`src/rtl/rate_tick_gen.sv`:
```
`default_nettype none
// ============================================================================
// Module      : rate_tick_gen
// Description : Selectable-period enable strobe with run / pause / single-step
//               control, feeding the enable input of downstream counters.
// Revision    : 1.0 - initial release
// ============================================================================
module rate_tick_gen #(
    parameter int WIDTH   = 28,
    parameter int PERIOD0 = 1,
    parameter int PERIOD1 = 50_000_000,
    parameter int PERIOD2 = 100_000_000,
    parameter int PERIOD3 = 200_000_000
) (
    input  logic             clk,
    input  logic             reset_n,
    input  logic             clr,
    input  logic             run,
    input  logic             step,
    input  logic [1:0]       speed,
    output logic             tick,
    output logic [1:0]       state,
    output logic [WIDTH-1:0] count
);

    typedef enum logic [1:0] {
        S_IDLE  = 2'b00,
        S_RUN   = 2'b01,
        S_PAUSE = 2'b10
    } state_t;

    localparam logic [WIDTH-1:0] C_RELOAD0 = WIDTH'(PERIOD0 - 1);
    localparam logic [WIDTH-1:0] C_RELOAD1 = WIDTH'(PERIOD1 - 1);
    localparam logic [WIDTH-1:0] C_RELOAD2 = WIDTH'(PERIOD2 - 1);
    localparam logic [WIDTH-1:0] C_RELOAD3 = WIDTH'(PERIOD3 - 1);
    localparam logic [WIDTH-1:0] C_ONE     = WIDTH'(1);

    state_t           r_state;
    state_t           w_state_nx;
    logic [WIDTH-1:0] r_count;
    logic [WIDTH-1:0] w_count_nx;
    logic [1:0]       r_speed_q;
    logic [1:0]       w_speed_nx;
    logic             r_tick;
    logic             w_tick_nx;
    logic             r_step_d;
    logic             w_step_edge;

    function automatic logic [WIDTH-1:0] f_reload(input logic [1:0] sel);
        case (sel)
            2'd0:    f_reload = C_RELOAD0;
            2'd1:    f_reload = C_RELOAD1;
            2'd2:    f_reload = C_RELOAD2;
            default: f_reload = C_RELOAD3;
        endcase
    endfunction

    assign w_step_edge = step & ~r_step_d;

    always_comb begin
        w_state_nx = r_state;
        w_count_nx = r_count;
        w_speed_nx = r_speed_q;
        w_tick_nx  = 1'b0;

        case (r_state)
            S_IDLE:  if (run)  w_state_nx = S_RUN;
            S_RUN:   if (!run) w_state_nx = S_PAUSE;
            S_PAUSE: if (run)  w_state_nx = S_RUN;
            default:           w_state_nx = S_IDLE;
        endcase

        if (clr) begin
            w_state_nx = S_IDLE;
            w_count_nx = f_reload(speed);
            w_speed_nx = speed;
        end else if (speed != r_speed_q) begin
            // Reload suppresses any expiry, but a manual step still gets through
            w_speed_nx = speed;
            w_count_nx = f_reload(speed);
            w_tick_nx  = w_step_edge && ((r_state == S_IDLE) || (r_state == S_PAUSE));
        end else begin
            case (r_state)
                S_RUN: begin
                    if (run) begin
                        if (r_count == '0) begin
                            w_tick_nx  = 1'b1;
                            w_count_nx = f_reload(r_speed_q);
                        end else begin
                            w_count_nx = r_count - C_ONE;
                        end
                    end
                end
                S_IDLE, S_PAUSE: w_tick_nx = w_step_edge;
                default:         w_tick_nx = 1'b0;
            endcase
        end
    end

    always_ff @(posedge clk) begin
        if (!reset_n) begin
            r_state   <= S_IDLE;
            r_count   <= C_RELOAD0;
            r_speed_q <= 2'd0;
            r_tick    <= 1'b0;
            r_step_d  <= 1'b0;
        end else begin
            r_state   <= w_state_nx;
            r_count   <= w_count_nx;
            r_speed_q <= w_speed_nx;
            r_tick    <= w_tick_nx;
            r_step_d  <= step;
        end
    end

    assign tick  = r_tick;
    assign state = r_state;
    assign count = r_count;

endmodule
`default_nettype wire

```
`config.mk`:
```
export PLATFORM = sky130hd
export DESIGN_NAME = rate_tick_gen
export DESIGN_NICKNAME = d
export VERILOG_FILES = /design/src/rtl/rate_tick_gen.sv
export SDC_FILE = /design/constraint.sdc
export NUM_CORES = 1
export LEC_CHECK = 0
export CAP_MARGIN = 0
export CELL_PAD_IN_SITES_DETAIL_PLACEMENT = 0
export CELL_PAD_IN_SITES_GLOBAL_PLACEMENT = 1
export CORE_MARGIN = 3
export CORE_UTILIZATION = 43
export CTS_BUF_LIST = sky130_fd_sc_hd__clkbuf_16
export CTS_CLUSTER_SIZE = 30
export DETAILED_ROUTE_END_ITERATION = 6
export GPL_TIMING_DRIVEN = 0
export PLACE_DENSITY_LB_ADDON = 0.1
export SLEW_MARGIN = 30
export SYNTH_ARGS = -nofsm -noshare
export SYNTH_HDL_FRONTEND = slang
export SYNTH_SLANG_ARGS = --single-unit
```
`constraint.sdc`:
```
create_clock -name clk -period 6.1 [get_ports clk]
set_clock_uncertainty 0.15 [all_clocks]
set_input_delay 1.22 -clock clk [delete_from_list [all_inputs] [get_ports clk]]
set_output_delay 1.22 -clock clk [all_outputs]
set_load 0.02 [all_outputs]
```
### Yosys cells after proc, flatten, opt, wreduce, memory -nomap -nowiden

Cells that the tools add are included.

* memories kept: 0
* latch bits: 0
* ROM bits: 0
* RAM bits: 0
* register bits after elaboration: 34
* output and inout port bits: 31

* reductions and logical operators: 13
* divide/modulo/power cells: 0
* multiply operators: 0
* $add $sub $neg: 1
* equality and inequality tests: 9
* mux-type cells: 16
* bitwise gates (word level): 3
* $lt $le $gt $ge: 0
* shifts and indexed selects: 0

Operators by type and width (number)
* $pmux 28 s3: 2
* $mux 28: 5
* $logic_not 28->1: 1
* $sub 28x1->28 const B: 1
* $mux 2: 4
* $eq 2x1->1 const B: 3
* $eq 2x2->1 const B: 3
* $logic_not 2->1: 3
* $reduce_bool 3->1: 2
* $pmux 2 s2: 1
* $reduce_and 2->1: 2
* $reduce_or 2->1: 2
* $mux 1: 3
* $ne 2x1->1 const B: 1
* $ne 2x2->1: 1
* $ne 2x2->1 const B: 1
* $not 1->1: 2
* $pmux 1 s2: 1
* $reduce_bool 2->1: 1
* $and 1x1->1: 1
* $logic_and 1x1->1: 1
* $logic_or 1x1->1: 1

### Depth between registers and ports, before layout

Gate-level depths: netlist of run 1.

* depth after elaboration: 7
* gate-level depth with buffers: 8
* gate-level depth less buffers: 7

### Worst setup path after synthesis of run 1

OpenSTA, ideal clock, no wires.

* path type: input-to-reg
* start: input port speed[0]
* end: register r_count[3], in the netlist count[3]
* path buffers: 0
* arrival: 2.606 ns
* path slack: 3.264 ns
* setup time: 0.079 ns
* cell stages on the path: 5
* path through: xor2_1 > nor4_1 > o21a_1 > a21oi_1 > o22ai_1

* word-level cells in the longest chain between the ends: 4
* elaborated cells between the ends (all ways): 10
* classes of those cells: eq/ne: 3; mux: 3; reduce/logical: 4

Ends and longest elaborated chain
* start: declaration: line 20 `input logic [1:0] speed,`
* $eq 2x2->1, or another cell as far along: line 50 `case (sel)`
* $pmux 28 s3: line 50
* $mux 28: line 77 `end else if (speed != r_speed_q) begin`
* $mux 28: line 73 `if (clr) begin`
* end signal: assignment: line 109 `r_count <= w_count_nx;`
* end: declaration: line 40 `logic [WIDTH-1:0] r_count;`

Several ways; a longest one is shown, not always the timed one.
A chain may end at the register's enable or synchronous reset.

### Final worst setup path of run 1

* start: input port speed[0]
* end: register r_count[1], in the netlist count[1]

Same word-level chain as after synthesis.

==> results of run 1 <==
worst max-delay path, delay by kind of cell:
family | cells | cell delay [ps]
buf+inv | 2 | 1060
compound gates | 3 | 670
simple gates | 1 | 500
xor+xnor | 1 | 170
stage by stage:
stage | hold slack [ps] | utilization | power [mW] | cells
detailed placement | 336 | 0.543 | 0.487 | 411
global placement | 334 | 0.541 | 0.485 | 411
finish | 340 | 0.569 | 0.728 | 419
global route | 387 | 0.569 | 0.761 | 419
floorplan | 312 | - | 0.404 | 304
CTS | 349 | 0.569 | 0.726 | 419
report_power, final:
| group | internal (mW) | total, mW | switching, mW |
|---|---|---|---|
| registers | 0.243 | 0.274 | 0.0314 |
| clock network | 0.147 | 0.240 | 0.0932 |
| logic | 0.0885 | 0.214 | 0.126 |
| total | 0.478 | 0.728 | 0.250 |
per-layer routing:
metal	vias to the layer above	share of wire	track usage
met2	169	0.42	0.380
met3	31	0.096	0.0482
met4	0	0.041	0.152
li1	1266	-	-
met1	1261	0.44	0.360
met5	-	0	0
logic make-up after synthesis:
group | Yosys count
AO/OA/AOI/OAI | 92
XOR/XNOR | 11
adder cells (fa/ha/maj) | 10
buffers and inverters | 26
flip-flops | 34
multiplexers | 1
AND/OR/NAND/NOR | 130
cells in the final DEF, fill, tap and decap left out, types with 4 or more instances in the layout:
cell type | synthesis | routed
sky130_fd_sc_hd__a211oi_1 | 5 | 5
sky130_fd_sc_hd__a21oi_1 | 16 | 16
sky130_fd_sc_hd__a31oi_1 | 11 | 11
sky130_fd_sc_hd__buf_2 | 5 | 5
sky130_fd_sc_hd__clkbuf_1 | 8 | 8
sky130_fd_sc_hd__clkbuf_16 | 0 | 5
sky130_fd_sc_hd__clkdlybuf4s50_1 | 0 | 37
sky130_fd_sc_hd__clkinv_1 | 1 | 4
sky130_fd_sc_hd__dfxtp_1 | 34 | 34
sky130_fd_sc_hd__ha_1 | 10 | 10
sky130_fd_sc_hd__inv_1 | 10 | 10
sky130_fd_sc_hd__nand2_1 | 25 | 25
sky130_fd_sc_hd__nand3_1 | 12 | 12
sky130_fd_sc_hd__nand4_1 | 9 | 9
sky130_fd_sc_hd__nor2_1 | 31 | 31
sky130_fd_sc_hd__nor3_1 | 14 | 14
sky130_fd_sc_hd__nor4_1 | 10 | 8
sky130_fd_sc_hd__o21ai_0 | 12 | 12
sky130_fd_sc_hd__o22ai_1 | 5 | 5
sky130_fd_sc_hd__o31ai_1 | 4 | 4
sky130_fd_sc_hd__or3_1 | 4 | 4
sky130_fd_sc_hd__xnor2_1 | 7 | 7
sky130_fd_sc_hd__xor2_1 | 4 | 4
worst max-delay path by stage:
stage | startpoint | endpoint | depth (start not counted)
floorplan | speed[0] | count[3] | 5
global placement | speed[0] | count[15] | 6
detailed placement | speed[0] | count[1] | 7
CTS | speed[0] | count[1] | 7
global route | speed[0] | count[3] | 6
finish | speed[0] | count[1] | 7
final cells by class:
cell class	instances	area [um^2]
plain buffers	15	71.3
clock buffers	5	125
clock inverters	3	11.3
fillers	505	2260
inverters	11	41.3
multi-input cells	244	1590
flip-flops and latches	34	681
well taps	70	87.6
repair buffers	37	370
sequential cells by signal, indices dropped and copies added, names as in the netlist:
name       count
r_speed_q      2
count         28
state          2
r_step_d       1
tick           1
==> out/qor.tcl, run 1 <==
set qor(status) {finished clean}
set qor(numPortBuffers) 37
set qor(synthesis.yosys.warnings) 0
set qor(power_per_cell_area_mw_per_mm2) 244
set qor(coreArea_mm2) 0.00524
set qor(yosysMostFrequentCell) {sky130_fd_sc_hd__dfxtp_1}
set qor(rsz0062_at_grt) {no}
set qor(synth-adder-area-share) 0.0527
set qor(synth_flop_cell) {sky130_fd_sc_hd__dfxtp_1}
set qor(final.setup.tns_ps) 0
set qor(routability_congestion_estimate_from_global_placement) 0.957
set qor(drt_pass1_iterations) 5
set qor(setup.worst_path.class) {input pin to register}
set qor(period_share) 0.592
set qor(max_slew_margin) 0.330
set qor(timing.reg2reg.worst_path_depth) 7
set qor(synthTopCellsByCount) {sky130_fd_sc_hd__dfxtp_1, sky130_fd_sc_hd__nor2_1, sky130_fd_sc_hd__nand2_1, sky130_fd_sc_hd__a21oi_1, sky130_fd_sc_hd__nor3_1}
set qor(synth-compound-area-share) 0.277
set qor(synth_top_cell_by_area) {sky130_fd_sc_hd__dfxtp_1}
set qor(ys_top_cells_by_area) {sky130_fd_sc_hd__dfxtp_1, sky130_fd_sc_hd__ha_1, sky130_fd_sc_hd__nor2_1}
set qor(synth_xor_area_frac) 0.0406
set qor(required_ps) 6120
set qor(cts_max_level) 2
set qor(synth_sequential_area_ratio) 0.287
set qor(clock_path_buffers) 2
set qor(finalWirelength_mm) 8.04
set qor(die_w_um) 80.3
set qor(edff_count_synth) 0
set qor(synthDominantCellAreaShare) 0.287
set qor(ant_nets) 0
set qor(cts.repair_timing.setup_buffer_count) 0
set qor(r2r_end) {count[12]}
set qor(io-pin-count) 38
set qor(clk_pin_slew_ps) 50
set qor(synth_area_per_cell_um2) 7.81
set qor(signal_arrival_time_at_the_worst_endpoint_ps) 3630
set qor(syn-cell-area_mm2) 0.00237
set qor(die_y_um) 80.3
set qor(cts-resized-gates) 0
set qor(worst_hold_path.num_cells) 3
set qor(postSynthRegisterBits) 34
set qor(setup_viol) 0
set qor(setup_ws_ps) 2490
set qor(first_global_vias) 2538
set qor(die_area_mm2) 0.00645
set qor(dr_total_vias) 2727
set qor(antenna_found_initial) 0
set qor(endpoint_kind) {register}
set qor(timing.rr.start) {count[0]}
set qor(cpMaxStageDelayCell) {sky130_fd_sc_hd__clkdlybuf4s50_1}
set qor(final_count_of_hold_timing_violations) 0
set qor(clkLatencyLatePin_ps) 280
set qor(cts_made_buffers) 5
set qor(detail_route.iter0.violations) 299
set qor(netlist-cell-type-count) 63
set qor(rows) 26
set qor(cts_tree) {done}
set qor(vdd_drop_max_mv) 0.159
set qor(timing.fmax_mhz) 277
set qor(worst_setup_path_start_kind) {input pin}
set qor(synth.net_count) 321
set qor(post_synthesis_mux_area_share) 0.00422
set qor(dpl.hpwl_mm) 5.79
set qor(main_combinational_cell_family_by_area_after_synthesis) {simple AND/OR/NAND/NOR gates}
set qor(cp_slowest_stage_delay_ps) 590
set qor(clock-root-buffer) {sky130_fd_sc_hd__clkbuf_16}
set qor(tritoncts_sink_count) 34
set qor(tightestPinTransition_ps) 1000
set qor(grt_first_pass_wirelength_mm) 13.1
set qor(final_max_slew_viol_count) 0
set qor(holdCritPathClass) {register to register}
set qor(overflow) 0
set qor(netlist_instances) 304
set qor(layout-drive-gt1-share) 0.0659
set qor(detailed_route_drc_error_count) 0
set qor(cts_hold_repair.buffers) 0
set qor(detailedPlace.worstSlack_ps) 2280
set qor(n_antenna_cell) 0
set qor(placed_area_mm2) 0.00284
set qor(area_delta_synth_final_pct) 25.6
set qor(yosys.area_share.simple) 0.292
set qor(finalNetCount) 365
set qor(share_of_synthesized_registers_carrying_an_async_set_or_reset) 0
set qor(min_from) {r_step_d}
set qor(timing.critical_path.fanout_max) 10
set qor(worst_hold_path_endpoint) {tick}
set qor(fin_area_mm2) 0.00298
set qor(grtUsageTotal) 0.262
set qor(ff2ff_setup_slack_ps) 3140
set qor(period_needed_ps) 3610
set qor(timing.max_cap.violations) 0
set qor(avgViaCountPerCell) 6.51
set qor(route.detailed.wl_per_inst_um) 19.2
set qor(crit_chain) {clkdlybuf4s50_1, xor2_1, nor3_1, clkbuf_1, o31ai_2, o21bai_1, a22o_1}
set qor(grt_max_degree) 11
set qor(initial_standard_cell_utilization_of_the_core) 0.453
set qor(static-leakage-power_nw) 1.04
Power figures use the tool's default switching activity.
==> run 2: changes to the inputs <==
--- a/config.mk
+++ b/config.mk
@@ -9,7 +9,7 @@
 export CELL_PAD_IN_SITES_DETAIL_PLACEMENT = 0
 export CELL_PAD_IN_SITES_GLOBAL_PLACEMENT = 1
 export CORE_MARGIN = 3
-export CORE_UTILIZATION = 43
+export CORE_UTILIZATION = 36
 export CTS_BUF_LIST = sky130_fd_sc_hd__clkbuf_16
 export CTS_CLUSTER_SIZE = 30
 export DETAILED_ROUTE_END_ITERATION = 6
==> constraint.sdc (replaced) <==
create_clock -name clk -period 3.27 [get_ports clk]
set_clock_uncertainty 0.15 [all_clocks]
set_input_delay 0.654 -clock clk [delete_from_list [all_inputs] [get_ports clk]]
set_output_delay 0.654 -clock clk [all_outputs]
set_load 0.02 [all_outputs]
==> run 2 against run 1 <==
  * Critical path depth did not move
  * Worst hold slack improved by 28 ps
  * Wire length rose by 6.2%
  * Global-route usage fell by 2.9 points
  * Sequential power rose by 87%
  * Combinational power rose by 87%
  * Worst setup slack got worse by 2200 ps
  * Sequential share of layout area fell by 0.28 points
  * Register-to-register slack got worse by 2900 ps
  * Critical endpoint is now count[25]
==> out/qor.tcl, run 2 (synthesized netlist as in run 1, its figures left out) <==
set qor(timing.max_cap.violations) 0 ;# unchanged
set qor(rsz0062_at_grt) {no} ;# unchanged
set qor(grtUsageTotal) 0.234 ;# was 0.262
set qor(period_share) 0.919
set qor(placedCellCount) 416 ;# was 411
set qor(clkLatencyLatePin_ps) 280 ;# about the same
set qor(die_y_um) 87.2 ;# was 80.3 um
set qor(routability_congestion_estimate_from_global_placement) 0.945 ;# was 0.957
set qor(first_global_vias) 2508 ;# was 2538
set qor(max_slew_margin) 0.335 ;# was 0.330
set qor(coreArea_mm2) 0.00617 ;# was 0.00524 mm^2
set qor(die_w_um) 87.2 ;# was 80.3 um
set qor(crit_chain) {clkdlybuf4s50_1, and3b_1, clkbuf_1, nor4_1, buf_2, a21oi_1, a221oi_1} ;# was clkdlybuf4s50_1, xor2_1, nor3_1, clkbuf_1, o31ai_2, o21bai_1, a22o_1
set qor(ant_nets) 0 ;# unchanged
set qor(area_delta_synth_final_pct) 27.1 ;# was 25.6%
set qor(avgViaCountPerCell) 6.39 ;# was 6.51
set qor(io-pin-count) 38 ;# unchanged
set qor(grt_first_pass_wirelength_mm) 13.6 ;# was 13.1 mm
set qor(timing.rr.start) {count[0]} ;# unchanged
set qor(mostFrequentLayoutCell) {sky130_fd_sc_hd__clkdlybuf4s50_1} ;# unchanged
set qor(highest_layer_used_for_signal_routing) {met4} ;# unchanged
set qor(detailroute.wirelength.met3_um) 731 ;# was 772 um
set qor(endpoint_kind) {register} ;# unchanged
set qor(timing.fmax_mhz) 333
set qor(setup.worst_path.class) {input pin to register} ;# unchanged
set qor(cts_max_level) 2 ;# unchanged
set qor(final_max_slew_viol_count) 0 ;# unchanged
set qor(num-fill-cells) 611 ;# was 505
set qor(cpMaxStageDelayCell) {sky130_fd_sc_hd__nor4_1} ;# was sky130_fd_sc_hd__clkdlybuf4s50_1
set qor(placed_area_mm2) 0.00285 ;# was 0.00284 mm^2
set qor(finalNetCount) 365 ;# unchanged
set qor(required_ps) 3310 ;# was 6120 ps
set qor(tritoncts_sink_count) 34 ;# unchanged
set qor(area.sequential_um2) 681 ;# unchanged
set qor(tightestPinTransition_ps) 983 ;# was 1000 ps
set qor(met2RoutedLength_mm) 3.68 ;# was 3.37 mm
set qor(cts.repair_timing.setup_buffer_count) 0 ;# unchanged
set qor(footprint_of_the_multi_input_gates_mm2) 0.00160 ;# was 0.00159 mm^2
set qor(rows) 28 ;# was 26
set qor(m1WireLength_mm) 3.93 ;# was 3.57 mm
set qor(timing.reg2reg.worst_path_depth) 7 ;# unchanged
set qor(cts_made_buffers) 5 ;# unchanged
set qor(finalWirelength_mm) 8.54 ;# was 8.04 mm
set qor(worst_hold_path.num_cells) 3 ;# unchanged
set qor(drt_pass1_iterations) 5 ;# unchanged
set qor(most-common-layout-cells) {sky130_fd_sc_hd__clkdlybuf4s50_1, sky130_fd_sc_hd__dfxtp_1, sky130_fd_sc_hd__nor2_1} ;# unchanged
set qor(vdd_drop_max_mv) 0.193 ;# was 0.159 mV
set qor(fin_hold_ws_ps) 369 ;# was 340 ps
set qor(cp_slowest_stage_delay_ps) 720 ;# was 590 ps
set qor(clk_pin_slew_ps) 60 ;# was 50 ps
set qor(detail_route.iter0.violations) 363 ;# was 299
set qor(status) {finished clean} ;# unchanged
set qor(worst_setup_path_start_kind) {input pin} ;# unchanged
set qor(ff2ff_setup_slack_ps) 280 ;# was 3140 ps
set qor(n_antenna_cell) 0 ;# unchanged
set qor(stdcell_count) 424 ;# was 419
set qor(period_needed_ps) 3010
set qor(grt_max_degree) 11 ;# unchanged
set qor(detailed_route_drc_error_count) 0 ;# unchanged
set qor(cts-resized-gates) 0 ;# unchanged
set qor(cts_tree) {done} ;# unchanged
set qor(setup_viol) 0 ;# unchanged
set qor(clock_path_buffers) 2 ;# unchanged
set qor(holdCritPathClass) {register to register} ;# unchanged
set qor(signal_arrival_time_at_the_worst_endpoint_ps) 3040 ;# was 3630 ps
set qor(layout-drive-gt1-share) 0.0716 ;# was 0.0659
set qor(initial_standard_cell_utilization_of_the_core) 0.385 ;# was 0.453
set qor(min_from) {r_step_d} ;# unchanged
set qor(worst_hold_path_endpoint) {tick} ;# unchanged
set qor(numPortBuffers) 37 ;# unchanged
set qor(timing.critical_path.fanout_max) 10 ;# unchanged
set qor(final_count_of_hold_timing_violations) 0 ;# unchanged
set qor(clock-root-buffer) {sky130_fd_sc_hd__clkbuf_16} ;# unchanged
set qor(fin_area_mm2) 0.00302 ;# was 0.00298 mm^2
set qor(detailedPlace.worstSlack_ps) 50.6 ;# was 2280 ps
set qor(cts_hold_repair.buffers) 0 ;# unchanged
set qor(route.detailed.wl_per_inst_um) 20.1 ;# was 19.2 um
set qor(power_per_cell_area_mw_per_mm2) 481 ;# was 244 mW/mm^2
set qor(static-leakage-power_nw) 1.06 ;# was 1.04 nW
set qor(dpl.hpwl_mm) 6.20 ;# was 5.79 mm
set qor(largest_register_ffs) 28 ;# unchanged
set qor(dr_total_vias) 2709 ;# was 2727
set qor(setup_ws_ps) 264 ;# was 2490 ps
set qor(r2r_end) {count[22]} ;# was count[12]
set qor(overflow) 0 ;# unchanged
set qor(die_area_mm2) 0.00760 ;# was 0.00645 mm^2
set qor(antenna_found_initial) 0 ;# unchanged
run 2: cell types whose count changed in the layout (fill, tap and decap cells not counted):
cell and delta:
sky130_fd_sc_hd__inv_1 +2, sky130_fd_sc_hd__nor3b_2 +1, sky130_fd_sc_hd__nor3b_1 -1, sky130_fd_sc_hd__clkinv_1 -3
sky130_fd_sc_hd__bufinv_16 +1
run 2: per-stage QoR:
step	utilization	power [mW]	setup TNS [ps]
CTS	0.489	1.45	0
global placement	0.460	0.911	-2140
floorplan	-	0.754	0
detailed placement	0.462	0.913	0
global route	0.489	1.52	0
finish	0.489	1.45	0
run 2: critical path: cells and delay by family:
family                 cells  cell delay, ps
and+or+nand+nor            2             920
buffers and inverters      3            1070
AOI/OAI and AO/OA          2             400
run 2: how the worst max path moves through the flow:
stage	startpoint	to	slack (ps)	depth (start not counted)
floorplan	count[11]	count[26]	760	6
global placement	speed[0]	count[15]	-280	5
detailed placement	run	count[25]	50	7
CTS	count[0]	count[12]	330	7
global route	count[0]	count[22]	110	7
finish	run	count[25]	260	7
run 2: cell type report:
type                       instances  share of cell area
buffer                            15              0.0236
clock buffer                       5              0.0415
clock inverter                     3              0.0124
inverter                          11              0.0137
multi-input combinational        244               0.529
sequential                        34               0.226
tap                               75              0.0311
timing repair buffer              37               0.123
run 2: report_power, final:
group	internal, mW	total (mW)	switching, mW
clock	0.354	0.537	0.183
sequential	0.452	0.513	0.0603
combinational	0.166	0.401	0.235
total	0.972	1.45	0.479
run 2: per-layer routing:
| metal | vias up | global-route usage |
|---|---|---|
| met4 | 0 | 0.100 |
| met1 | 1278 | 0.343 |
| met3 | 16 | 0.0501 |
| li1 | 1272 | - |
| met2 | 143 | 0.325 |
| met5 | - | 0 |
